===== config.mk =====
export PLATFORM = sky130hd
export DESIGN_NAME = and_gate
export DESIGN_NICKNAME = d
export VERILOG_FILES = /design/src/rtl/and_gate_pkg.sv /design/src/rtl/and_gate_popcnt.sv /design/src/rtl/and_gate.sv
export SDC_FILE = /design/constraint.sdc
export NUM_CORES = 1
export LEC_CHECK = 0
export BUFFER_PORTS_ARGS = -buffer_cell sky130_fd_sc_hd__buf_2
export CELL_PAD_IN_SITES_DETAIL_PLACEMENT = 0
export CELL_PAD_IN_SITES_GLOBAL_PLACEMENT = 1
export CORE_AREA = 2 2 39 41
export DETAILED_ROUTE_END_ITERATION = 12
export DIE_AREA = 0 0 41 43
export PLACE_DENSITY = 0.37
export SETUP_SLACK_MARGIN = 0.15
export SLEW_MARGIN = 0
export SYNTH_ARGS = -nofsm -noshare
export SYNTH_HDL_FRONTEND = slang
export SYNTH_SLANG_ARGS = --single-unit
export TNS_END_PERCENT = 10

===== constraint.sdc =====
create_clock -name clk -period 1.3 [get_ports clk]
set_input_delay 0.065 -clock clk [delete_from_list [all_inputs] [get_ports clk]]
set_output_delay 0.065 -clock clk [all_outputs]
set_load 0.02 [all_outputs]

===== src/rtl/and_gate_pkg.sv =====
// Shared constants and a reference popcount helper for the and_gate logic-op slice.
package and_gate_pkg;

  localparam int DEFAULT_WIDTH = 1;

  // Counts the ones among the low w bits of v; bits at or above w are ignored.
  function automatic int popcount(logic [63:0] v, int w);
    int n;
    n = 0;
    for (int i = 0; i < 64; i++) begin
      if (i < w && v[i]) n++;
    end
    return n;
  endfunction

endpackage


===== src/rtl/and_gate_popcnt.sv =====
// Combinational population count built as a balanced binary adder tree.
module and_gate_popcnt #(
  parameter int WIDTH = 1,
  parameter int CNT_W = $clog2(WIDTH + 1)
) (
  input  logic [WIDTH-1:0] v,
  output logic [CNT_W-1:0] cnt
);

  // Leaves are padded up to a power of two; nodes are stored heap-style, root at index 0.
  localparam int LEVELS = $clog2(WIDTH);
  localparam int LEAVES = 1 << LEVELS;
  localparam int NODES  = 2 * LEAVES - 1;

  logic [CNT_W-1:0] node [NODES];

  for (genvar i = 0; i < LEAVES; i++) begin : g_leaf
    if (i < WIDTH) begin : g_real
      assign node[LEAVES-1+i] = CNT_W'(v[i]);
    end else begin : g_pad
      assign node[LEAVES-1+i] = '0;
    end
  end

  // Every partial sum is bounded by WIDTH, so CNT_W bits never overflow.
  for (genvar j = 0; j < LEAVES - 1; j++) begin : g_add
    assign node[j] = node[2*j+1] + node[2*j+2];
  end

  assign cnt = node[0];

endmodule


===== src/rtl/and_gate.sv =====
// Bitwise AND with a zero-latency output plus a registered side-path carrying flags and popcount.
module and_gate
  import and_gate_pkg::*;
#(
  parameter int WIDTH = DEFAULT_WIDTH,
  parameter int CNT_W = $clog2(WIDTH + 1)
) (
  input  logic             clk,
  input  logic             rst,
  input  logic [WIDTH-1:0] a,
  input  logic [WIDTH-1:0] b,
  output logic [WIDTH-1:0] out,
  input  logic             in_valid,
  output logic [WIDTH-1:0] out_q,
  output logic             out_valid,
  output logic             zero_q,
  output logic             ones_q,
  output logic [CNT_W-1:0] popcnt_q
);

  logic [WIDTH-1:0] and_w;
  logic [CNT_W-1:0] pop_w;

  assign and_w = a & b;
  assign out   = and_w;

  and_gate_popcnt #(
    .WIDTH (WIDTH),
    .CNT_W (CNT_W)
  ) u_popcnt (
    .v   (and_w),
    .cnt (pop_w)
  );

  // Handshake: in_valid is a single-cycle capture strobe with no ready (never stalls);
  // out_valid is high for exactly the cycle after each sampled in_valid, data holds otherwise.
  logic [WIDTH-1:0] out_d;
  logic             zero_d;
  logic             ones_d;
  logic [CNT_W-1:0] popcnt_d;
  logic             valid_d;
  logic             valid_q;

  always_comb begin
    out_d    = out_q;
    zero_d   = zero_q;
    ones_d   = ones_q;
    popcnt_d = popcnt_q;
    valid_d  = in_valid;
    if (in_valid) begin
      out_d    = and_w;
      zero_d   = ~|and_w;
      ones_d   = &and_w;
      popcnt_d = pop_w;
    end
  end

  always_ff @(posedge clk or posedge rst) begin
    if (rst) begin
      out_q    <= '0;
      zero_q   <= 1'b0;
      ones_q   <= 1'b0;
      popcnt_q <= '0;
      valid_q  <= 1'b0;
    end else begin
      out_q    <= out_d;
      zero_q   <= zero_d;
      ones_q   <= ones_d;
      popcnt_q <= popcnt_d;
      valid_q  <= valid_d;
    end
  end

  assign out_valid = valid_q;

endmodule


==> flow_summary.ini <==
[clock_network]
cts_root_buf = clkbuf_4
numCtsBuffers = 3
clk_pin_slew_ns = 0.04
clock_path_buffers = 2
htree_num_levels = 1
numClockSinks = 3
cts_tree = done
worstSkewPairLatency_ns = 0.24

[grt]
grt_pass1_vias = 117
grt_max_degree = 5
grt_antenna_before_repair = 0
grt_usage_pct = 4.62
globalRouteOverflowTotal = 0
grt_pass1_wl_um = 434

[yosys]
synth_cell_types = 7
ys_seq_area_share_pct = 61.9
syn_avg_cell_area_um2 = 11.0
syn_nets = 16
yosys.area.top_type_share_pct = 61.9
synth_area_leader_cell = dfrtp_1
syn_area_um2 = 121
synth_top_cells_by_area = dfrtp_1, buf_4, inv_1, o21a_1, and2_1
ys_seq_elements = 3
ys_warn_count = 0
syn_inst = 11

[power]
p_leak_uw = 0.000115
ir_drop_mv = 0.282
power_density_mw_per_mm2 = 1450

[cells_and_area]
area_growth_syn_to_layout_pct = 83.5
fin_area_um2 = 223
fin_util_pct = 16.1
final_cell_mix = buf_2, clkbuf_4, dfrtp_1, inv_1, dlygate4sd3_1
antenna_cells = 0
fin_nets = 31
nFillCells = 158
drive_gt1_share_pct = 52.0
final_common_cell = buf_2

[setup_path]
crit_family = flip-flops
cp_slowest_cell = dfrtp_1
worstSetupStartpointType = flop
cpPeakStageDelay_ns = 0.39
worstPathRequired_ns = 1.24
path_cells = buf_2
worstSetupPathType = reg2out
crit_fanout = 4
crit_path_end_kind = output pin
worst-path-buf-inv = 1
arrival_ns = 0.79

[routing]
ant_nets = 0
drtIter0Drc = 0
vias = 119
totalWireLength_um = 276
viasPerCell = 2.90
dr.pass1.iters = 1
drc = 0
wire_per_inst_um = 6.73

[placed_design]
hpwlAfterDp_um = 203
place_area_um2 = 176
gp_congestion = 0.589
port_buffers = 10

[sta]
setup_viol = 0
fmax_ghz = 1.17
skew_ns = 0
hold_viol = 0
worst_pin_slew_ns = 0.125
rsz0062_at_grt = false
fin_crit_ns = 0.856
slew_violations = 0
finalSetupTns_ns = 0
finalCritPeriodShare_pct = 65.9
slew_headroom_pct = 91.6

[floorplan]
fp.coreArea_mm2 = 0.00138
chipHeight_um = 43
num_io_pins = 11
die_w_um = 41
row_count = 14
dieArea_mm2 = 0.00176
initial_core_util_pct = 8.77

[run]
drv_cap = 0

[run_status]
outcome = finished clean

[hold_path]
min_path_type = in2reg
==> metal layers <==
metal / part of all wire [%] / up-vias / GRT usage [%]
met5: 0 / - / 0
met4: 0 / 0 / 10.0
met3: 7.6 / 0 / 1.57
met2: 52 / 6 / 4.06
met1: 41 / 53 / 4.82
li1: - / 60 / -
==> cells in the mapped netlist <==
| cell type | instances |
|---|---|
| dfrtp_1 | 3 |
| buf_4 | 2 |
| inv_1 | 2 |
| and2_1 | 1 |
| nand3_1 | 1 |
| o21a_1 | 1 |
| o21ai_0 | 1 |
==> flip-flops by register name, indices dropped and copies added (netlist names) <==
signal / count
out_q: 1
out_valid: 1
zero_q: 1
==> metrics by stage <==
| step | power (uW) | hold WS [ns] | setup WS [ns] | instances |
|---|---|---|---|---|
| finish | 322 | 0.109 | 0.444 | 41 |
| global route | 342 | 0.150 | 0.390 | 41 |
| CTS | 331 | 0.104 | 0.429 | 41 |
| detailed placement | 151 | -0.0663 | 0.638 | 35 |
| global placement | 151 | -0.0681 | 0.657 | 35 |
| floorplan | 136 | -0.181 | 0.554 | 11 |
==> final timing paths <==
kind	startpoint	end	slack, ns	cells after the start
max	out_q	ones_q	0.44	1
min	b	out_q	0.11	3
max reg2reg	zero_q	zero_q	0.64	1
min reg2reg	zero_q	zero_q	0.49	1
max in group asynchronous	rst	out_valid	0.94	3
min in group asynchronous	rst	out_q	0.23	3
==> kinds of logic (layout without fill, tap and decap cells) <==
kind of cell	Yosys count	after routing	share of synthesized area, %
buffers and inverters	4	18	18.6
flip-flops	3	3	61.9
AO/OA/AOI/OAI	2	2	10.3
AND/OR/NAND/NOR	2	2	9.28
==> layout make-up <==
type                    count  area (um^2)  share of cell area (%)
multi-input cells           4         23.8                    10.7
inverters                   2         7.51                    3.37
repair buffers             12         70.1                    31.5
well taps                  16         20.0                    8.99
clock buffers               4         26.3                    11.8
flip-flops and latches      3         75.1                    33.7
==> timing repair <==
action / CTS / global route
hold buffers: 2 / 0
endpoints found under the hold margin: 4 / 0
buffers inserted: 0 / 0
gates resized for setup: 0 / 0
==> power breakdown <==
part           leakage [uW]  total, uW  switching (uW)  internal (uW)
clock network     0.0000150        169            53.7            115
logic             0.0000656       49.3            28.8           20.6
registers         0.0000348        104            3.52            100
total              0.000115        322            86.0            236
Note: power is estimated with default switching activity, not from simulation.
